**config.mk**
```make
export PLATFORM = sky130hd
export DESIGN_NAME = mem_access_unit
export DESIGN_NICKNAME = d
export VERILOG_FILES = /design/src/rtl/mem_access_unit.sv
export SDC_FILE = /design/constraint.sdc
export NUM_CORES = 1
export LEC_CHECK = 0
export CAP_MARGIN = 20
export CORE_MARGIN = 2
export CORE_UTILIZATION = 39
export CTS_CLUSTER_DIAMETER = 200
export DETAILED_ROUTE_END_ITERATION = 10
export PLACE_DENSITY = 0.76
export SYNTH_ARGS = -nofsm -noshare
export SYNTH_HDL_FRONTEND = slang
export SYNTH_SLANG_ARGS = --single-unit
```
**constraint.sdc**
```tcl
create_clock -name clk -period 1.7 [get_ports clk]
set_clock_uncertainty 0.05 [all_clocks]
set_input_delay 0.51 -clock clk [delete_from_list [all_inputs] [get_ports clk]]
set_output_delay 0.51 -clock clk [all_outputs]
set_load 0.02 [all_outputs]
```
**src/rtl/mem_access_unit.sv**
```systemverilog
// -----------------------------------------------------------------------------
// mem_access_unit
//
// M-stage memory access unit with an M/W pipeline register. Decodes the MIPS
// load/store opcode in instr_m, runs one bus transaction per memory op through
// an IDLE -> BUSY -> DONE handshake, stalls the upstream pipeline while the
// access is outstanding, and extends load data into dr_w.
//
// Ports
//   clk, clr_n                : clock (rising edge) and async active-low reset
//   instr_m, ao_m, v2_m,
//   a3_m, res_m, pc8_m        : M-stage pipeline register contents
//   bus_req/we/addr/be/wdata  : registered bus master request outputs
//   bus_ack, bus_rdata        : bus slave response
//   stall_m                   : freeze upstream registers (combinational)
//   instr_w, a3_w, res_w,
//   pc8_w, ao_w, dr_w         : W-stage register outputs
//   exc_adel, exc_ades        : misaligned load / store (combinational)
//
// Configuration
//   MEM_ALIGN_CHECK_EN : when defined, misaligned word/half ops skip the bus
//                        and raise exc_adel/exc_ades; when undefined the low
//                        address bits are ignored and every op is aligned.
// -----------------------------------------------------------------------------
module mem_access_unit (
  input  logic        clk,
  input  logic        clr_n,
  input  logic [31:0] instr_m,
  input  logic [31:0] ao_m,
  input  logic [31:0] v2_m,
  input  logic [4:0]  a3_m,
  input  logic [2:0]  res_m,
  input  logic [31:0] pc8_m,
  output logic        bus_req,
  output logic        bus_we,
  output logic [31:0] bus_addr,
  output logic [3:0]  bus_be,
  output logic [31:0] bus_wdata,
  input  logic        bus_ack,
  input  logic [31:0] bus_rdata,
  output logic        stall_m,
  output logic [31:0] instr_w,
  output logic [4:0]  a3_w,
  output logic [2:0]  res_w,
  output logic [31:0] pc8_w,
  output logic [31:0] ao_w,
  output logic [31:0] dr_w,
  output logic        exc_adel,
  output logic        exc_ades
);

  localparam logic [5:0] OP_LW  = 6'b100011;
  localparam logic [5:0] OP_LH  = 6'b100001;
  localparam logic [5:0] OP_LHU = 6'b100101;
  localparam logic [5:0] OP_LB  = 6'b100000;
  localparam logic [5:0] OP_LBU = 6'b100100;
  localparam logic [5:0] OP_SW  = 6'b101011;
  localparam logic [5:0] OP_SH  = 6'b101001;
  localparam logic [5:0] OP_SB  = 6'b101000;

  typedef enum logic [1:0] {
    ST_IDLE = 2'd0,
    ST_BUSY = 2'd1,
    ST_DONE = 2'd2
  } state_e;

  state_e      state_q, state_d;
  logic        bus_req_q, bus_req_d;
  logic        bus_we_q, bus_we_d;
  logic [31:0] bus_addr_q, bus_addr_d;
  logic [3:0]  bus_be_q, bus_be_d;
  logic [31:0] bus_wdata_q, bus_wdata_d;
  logic [31:0] rdata_q, rdata_d;
  logic [31:0] instr_w_q, instr_w_d;
  logic [4:0]  a3_w_q, a3_w_d;
  logic [2:0]  res_w_q, res_w_d;
  logic [31:0] pc8_w_q, pc8_w_d;
  logic [31:0] ao_w_q, ao_w_d;
  logic [31:0] dr_w_q, dr_w_d;

  // ---------------------------------------------------------------------------
  // Decode
  // ---------------------------------------------------------------------------
  logic [5:0] opcode;
  logic       is_lw, is_lh, is_lhu, is_lb, is_lbu, is_sw, is_sh, is_sb;
  logic       is_load, is_store, is_mem, misaligned, start;

  assign opcode   = instr_m[31:26];
  assign is_lw    = (opcode == OP_LW);
  assign is_lh    = (opcode == OP_LH);
  assign is_lhu   = (opcode == OP_LHU);
  assign is_lb    = (opcode == OP_LB);
  assign is_lbu   = (opcode == OP_LBU);
  assign is_sw    = (opcode == OP_SW);
  assign is_sh    = (opcode == OP_SH);
  assign is_sb    = (opcode == OP_SB);
  assign is_load  = is_lw | is_lh | is_lhu | is_lb | is_lbu;
  assign is_store = is_sw | is_sh | is_sb;
  assign is_mem   = is_load | is_store;

`ifdef MEM_ALIGN_CHECK_EN
  assign misaligned = ((is_lw | is_sw) & (ao_m[1:0] != 2'b00)) |
                      ((is_lh | is_lhu | is_sh) & ao_m[0]);
`else
  assign misaligned = 1'b0;
`endif

  // A bus access starts only from IDLE; the same op is still in M during
  // DONE (upstream frozen) and must not be re-issued.
  assign start    = (state_q == ST_IDLE) & is_mem & ~misaligned;
  assign stall_m  = (state_q == ST_BUSY) | start;
  assign exc_adel = (state_q == ST_IDLE) & is_load  & misaligned;
  assign exc_ades = (state_q == ST_IDLE) & is_store & misaligned;

  // ---------------------------------------------------------------------------
  // Byte lanes for the request
  // ---------------------------------------------------------------------------
  logic [3:0]  be_m;
  logic [31:0] wdata_m;

  always_comb begin
    // NOTE: every signal written here gets a default first, so no path through
    // the block leaves it unassigned and no latch is inferred.
    be_m    = 4'b1111;
    wdata_m = v2_m;
    if (is_sh) begin
      be_m    = 4'b0011 << {ao_m[1], 1'b0};
      wdata_m = {2{v2_m[15:0]}};
    end else if (is_sb) begin
      be_m    = 4'b0001 << ao_m[1:0];
      wdata_m = {4{v2_m[7:0]}};
    end
  end

  // ---------------------------------------------------------------------------
  // Handshake FSM and bus request registers
  // ---------------------------------------------------------------------------
  always_comb begin
    state_d     = state_q;
    bus_req_d   = bus_req_q;
    bus_we_d    = bus_we_q;
    bus_addr_d  = bus_addr_q;
    bus_be_d    = bus_be_q;
    bus_wdata_d = bus_wdata_q;
    rdata_d     = rdata_q;
    case (state_q)
      ST_IDLE: begin
        if (start) begin
          state_d     = ST_BUSY;
          bus_req_d   = 1'b1;
          bus_we_d    = is_store;
          bus_addr_d  = {ao_m[31:2], 2'b00};
          bus_be_d    = be_m;
          bus_wdata_d = wdata_m;
        end
      end
      ST_BUSY: begin
        if (bus_ack) begin
          state_d   = ST_DONE;
          bus_req_d = 1'b0;
          bus_we_d  = 1'b0;
          rdata_d   = bus_rdata;
        end
      end
      ST_DONE: state_d = ST_IDLE;
      default: state_d = ST_IDLE;
    endcase
  end

  // ---------------------------------------------------------------------------
  // Load extension: ao_m here is exactly what lands in ao_w at the same edge.
  // ---------------------------------------------------------------------------
  logic [7:0]  load_byte;
  logic [15:0] load_half;
  logic [31:0] load_ext;

  always_comb begin
    case (ao_m[1:0])
      2'd0:    load_byte = rdata_q[7:0];
      2'd1:    load_byte = rdata_q[15:8];
      2'd2:    load_byte = rdata_q[23:16];
      default: load_byte = rdata_q[31:24];
    endcase
    load_half = ao_m[1] ? rdata_q[31:16] : rdata_q[15:0];
    load_ext  = '0;
    if (is_lw)  load_ext = rdata_q;
    if (is_lb)  load_ext = {{24{load_byte[7]}}, load_byte};
    if (is_lbu) load_ext = {24'b0, load_byte};
    if (is_lh)  load_ext = {{16{load_half[15]}}, load_half};
    if (is_lhu) load_ext = {16'b0, load_half};
  end

  // ---------------------------------------------------------------------------
  // M/W pipeline register: bubble while stalled, otherwise advance.
  // Load data is only valid in DONE; loads that skip the bus carry dr_w = 0.
  // ---------------------------------------------------------------------------
  always_comb begin
    instr_w_d = '0;
    a3_w_d    = '0;
    res_w_d   = '0;
    pc8_w_d   = '0;
    ao_w_d    = '0;
    dr_w_d    = '0;
    if (!stall_m) begin
      instr_w_d = instr_m;
      a3_w_d    = a3_m;
      res_w_d   = res_m;
      pc8_w_d   = pc8_m;
      ao_w_d    = ao_m;
      dr_w_d    = (state_q == ST_DONE) ? load_ext : '0;
    end
  end

  // ---------------------------------------------------------------------------
  // State registers
  // ---------------------------------------------------------------------------
  always_ff @(posedge clk or negedge clr_n) begin
    if (!clr_n) begin
      state_q     <= ST_IDLE;
      bus_req_q   <= 1'b0;
      bus_we_q    <= 1'b0;
      bus_addr_q  <= '0;
      bus_be_q    <= '0;
      bus_wdata_q <= '0;
      rdata_q     <= '0;
      instr_w_q   <= '0;
      a3_w_q      <= '0;
      res_w_q     <= '0;
      pc8_w_q     <= '0;
      ao_w_q      <= '0;
      dr_w_q      <= '0;
    end else begin
      // NOTE: non-blocking assignments make every flop sample pre-edge values,
      // independent of statement order in this block.
      state_q     <= state_d;
      bus_req_q   <= bus_req_d;
      bus_we_q    <= bus_we_d;
      bus_addr_q  <= bus_addr_d;
      bus_be_q    <= bus_be_d;
      bus_wdata_q <= bus_wdata_d;
      rdata_q     <= rdata_d;
      instr_w_q   <= instr_w_d;
      a3_w_q      <= a3_w_d;
      res_w_q     <= res_w_d;
      pc8_w_q     <= pc8_w_d;
      ao_w_q      <= ao_w_d;
      dr_w_q      <= dr_w_d;
    end
  end

  assign bus_req   = bus_req_q;
  assign bus_we    = bus_we_q;
  assign bus_addr  = bus_addr_q;
  assign bus_be    = bus_be_q;
  assign bus_wdata = bus_wdata_q;
  assign instr_w   = instr_w_q;
  assign a3_w      = a3_w_q;
  assign res_w     = res_w_q;
  assign pc8_w     = pc8_w_q;
  assign ao_w      = ao_w_q;
  assign dr_w      = dr_w_q;

endmodule

```
==> summary.md <==
| Metric | Value |
|---|---|
| Status | finished with violations |
| Failing checks | setup timing |
| Crit-path max cell delay | 0.18 ns |
| EDFF count, synth | 0 |
| Final worst path period need | 1.831 ns |
| Dominant cells by area after synthesis | dfrtp_1, mux2_2, a21boi_0 |
| Global placement routability congestion | 0.8353 |
| Hold crit path type | input port to register |
| Vias in the first global route | 7448 |
| First-pass GRT wire length | 44.59 mm |
| Worst Path Buf+Inv | 2 |
| Asr flop ratio synth | 1.000 |
| Sw power | 5087 uW |
| Sink Count | 238 |
| H-tree depth | 1 |
| Area share of the largest cell type after synthesis | 0.6294 |
| Worst skew pair latency | between 0.5 and 0.6 ns |
| Vias per cell | 4.876 |
| Fillers | 1944 |
| WP data required | about 1.1 ns |
| Tcrit/Tclk final | 1.077 |
| Die Span Y | between 150 and 200 um |
| Via count | 6988 |
| DRT iter0 DRCs | 406 |
| Sequential share of the synthesized area | 0.6294 |
| Worst vdd ir | between 0.7 and 0.8 mV |
| Max Cap Viol | 0 |
| Die X | ~160 um |
| Largest net degree at the start of global routing | approximately 100 |
| Worst R2R End | dr_w[15]$_DFF_PN0_ |
| Antenna-violating nets left | 0 |
| Antenna violations before repair | 1 |
| Final layout net count | 1260 |
| CTS tree | done |
| Crit path max-delay family | buffers and inverters |
| GR Util All Layers | 0.2216 |
| Worst Reg-to-Reg Cells | 4 |
| CTS max path bufs | 3 |
| DP HPWL | between 20 and 25 mm |
| Flop pwr share | 0.423 |
| Top post-synthesis cells by count | dfrtp_1, mux2_2, a21boi_0 |
| Clock-pin slew on the worst setup and hold paths | approximately 0.06 ns |
| Ys Warns | 0 |
| I/O pin count | between 300 and 400 |
| CP Data Arrival Time | 1.27 ns |
| Synthesized flop and latch total | 238 |
| Post-synth top area cell | dfrtp_1 |
| Post-synthesis cell count | 657 |
| Most common cell in the netlist | dfrtp_1 |
| Critical-path top delay cell | a21oi_4 |
| Synth-to-Final Area Change | 51.12% |
| DRC | 0 |
| DR pass1 iterations | 4 |
| Reg2Reg Launch Point | rdata_q[31]$_DFFE_PN0P_ |
| Crit end category | output port |
| PortBufs | 375 |
| Max Fanout on Critical Path | 5 |
| WS Path Type | input port to output port |
| CTS Root Cell | clkbuf_16 |
| Reg-to-reg slack, setup | -0.07 ns |
| DIE AREA | roughly 26000 um2 |
| DR WL/cell | 20.05 um |
| Fraction of layout cells with a size suffix above 1 | 0.4477 |
| Top FF cell, synth | dfrtp_1 |
| Setup TNS | -0.8243 ns |
| Syn Area/Cell | 14.40 um2 |
| Drt total wl | 28.73 mm |
| Final Util | 0.5950 |
| Cell row count | 57 |
| Combinational share of power | 0.240 |
| Critical Path Start | instr_m[26] |
| Final WS setup | -0.1307 ns |
| Count of cell types in the netlist | 40 |
| Initial Utilization | 0.3937 |
| Worst setup SP type | input port |
| Worst path cell trace | buf_2, nor2b_4, o22ai_4, a21oi_4, nor2_4, buf_6 |
| Lkg Pwr | 0.006639 uW |
| Int Pwr | between 10000 and 15000 uW |
| Cell Area, Synth | 9463 um2 |
| Remaining global-route overflow | 0 |
| Switching share of power | 0.2994 |
| Worst setup endpoint | stall_m |
| Clk pwr share | 0.337 |
| Final Hold Viols | 0 |
| RSZ-0062 raised after global routing | true |
| # setup viols final | 22 |
| Crit path depth | 6 |
| Max Clk Rate | 546.2 MHz |
| Core Area | 24030 um2 |
| Final Max Tran Viols | 0 |
| Num CTS Buffers | 26 |
| Cell area power density | between 1000 and 1500 nW/um2 |
## final cells by class
cell class,count,area [um2],share of cell area
antenna,1,2.502,0.0001750
timing repair buffer,454,3546,0.2480
inverter,5,18.77,0.001312
multi-input combinational,364,3498,0.2446
sequential,238,5957,0.4166
clock inverter,13,140.1,0.009800
clock buffer,34,732.0,0.05119
tap,324,405.4,0.02835
## through the flow
stage | cell area, um2 | worst slack [ns] | hold slack (ns) | power (uW) | std cells
5_1_grt | 14300 | -0.1622 | 0.2434 | 17760 | 1433
3_5_place_dp | 14100 | -1.139 | 0.3471 | 11870 | 1365
6_report | 14300 | -0.1307 | 0.2480 | 16990 | 1433
3_3_place_gp | 14100 | -1.061 | 0.3484 | 11760 | 1365
2_1_floorplan | 9638 | -0.2824 | 0.1644 | 9334 | 660
4_1_cts | 14180 | -0.1521 | 0.2240 | 17100 | 1421
## cells by family (layout without fill, tap and decap cells)
kind of cell	after synthesis	in the layout	share of synthesized area
buf+inv	59	506	0.02856
other cells	1	5	0.0003963
compound gates	181	181	0.1400
flops	238	238	0.6294
simple gates	31	32	0.02050
mux	147	147	0.1811
## flip-flops by register name, indices dropped and copies added (netlist names), 3 cells and up
register	count
ao_w	32
bus_wdata	32
dr_w	32
instr_w	32
pc8_w	32
rdata_q	32
bus_addr	30
a3_w	5
bus_be	4
res_w	3
## worst min-delay path by stage
stage,start,end,slack [ns],depth (start not counted)
after floorplan,clr_n,a3_w[0]$_DFF_PN0_,0.16,0
after detailed placement,clr_n,dr_w[14]$_DFF_PN0_,0.35,1
after global routing,instr_m[31],instr_w[31]$_DFF_PN0_,0.24,2
after CTS,instr_m[31],instr_w[31]$_DFF_PN0_,0.22,2
final,instr_m[31],instr_w[31]$_DFF_PN0_,0.25,2
after global placement,clr_n,dr_w[14]$_DFF_PN0_,0.35,1
## per-layer routing
layer,wire length [um],vias to the layer above,global-route usage
li1,-,3230,-
met3,1764,50,0.04390
met4,876,0,0.07727
met2,14030,265,0.3678
met5,0,-,0
met1,12050,3443,0.2917
## worst reg2reg max path: stages, from the launching register on
cell       delay [ns]
dfrtp_1          0.39
mux4_2           0.54
a2111oi_4        0.33
or3_4            0.25
o22ai_2          0.08
## power groups by stage
stage	logic, uW	clock network [uW]	registers, uW
detailed placement	4590	0	7280
global route	4350	6100	7310
floorplan	1330	0	8000
global placement	4520	0	7250
finish	4070	5730	7180
CTS	4090	5850	7170
## timing repair
| action | 4_1_cts | 5_1_grt |
|---|---|---|
| cloned | 1 | 0 |
| pin swaps | 8 | 12 |
| hold buffers | 1 | 0 |
| buffers inserted | 8 | 12 |
| endpoints found under the hold margin | 21 | 0 |
| setup endpoints to repair | 404 | 53 |
| resized for setup | 877 | 22 |
## layout by cell type (no fill, tap or decap), types with 4 or more instances in the layout
cell type and n:
clkbuf_1 4, dfrtp_1 237, buf_2 207, a221oi_2 6, a211oi_1 5, o21ai_0 6
buf_4 54, mux4_2 8, mux2_2 104, mux2_4 10, a211oi_2 4, clkinvlp_4 4
inv_1 4, o21a_1 15, o22ai_2 5, buf_6 12, a21oi_1 27, a21boi_0 100
mux2i_1 25, conb_1 4, clkbuf_16 27, nand2_1 7, clkdlybuf4s50_1 161, buf_12 15
No activity file was read; power rests on OpenSTA's default activity.
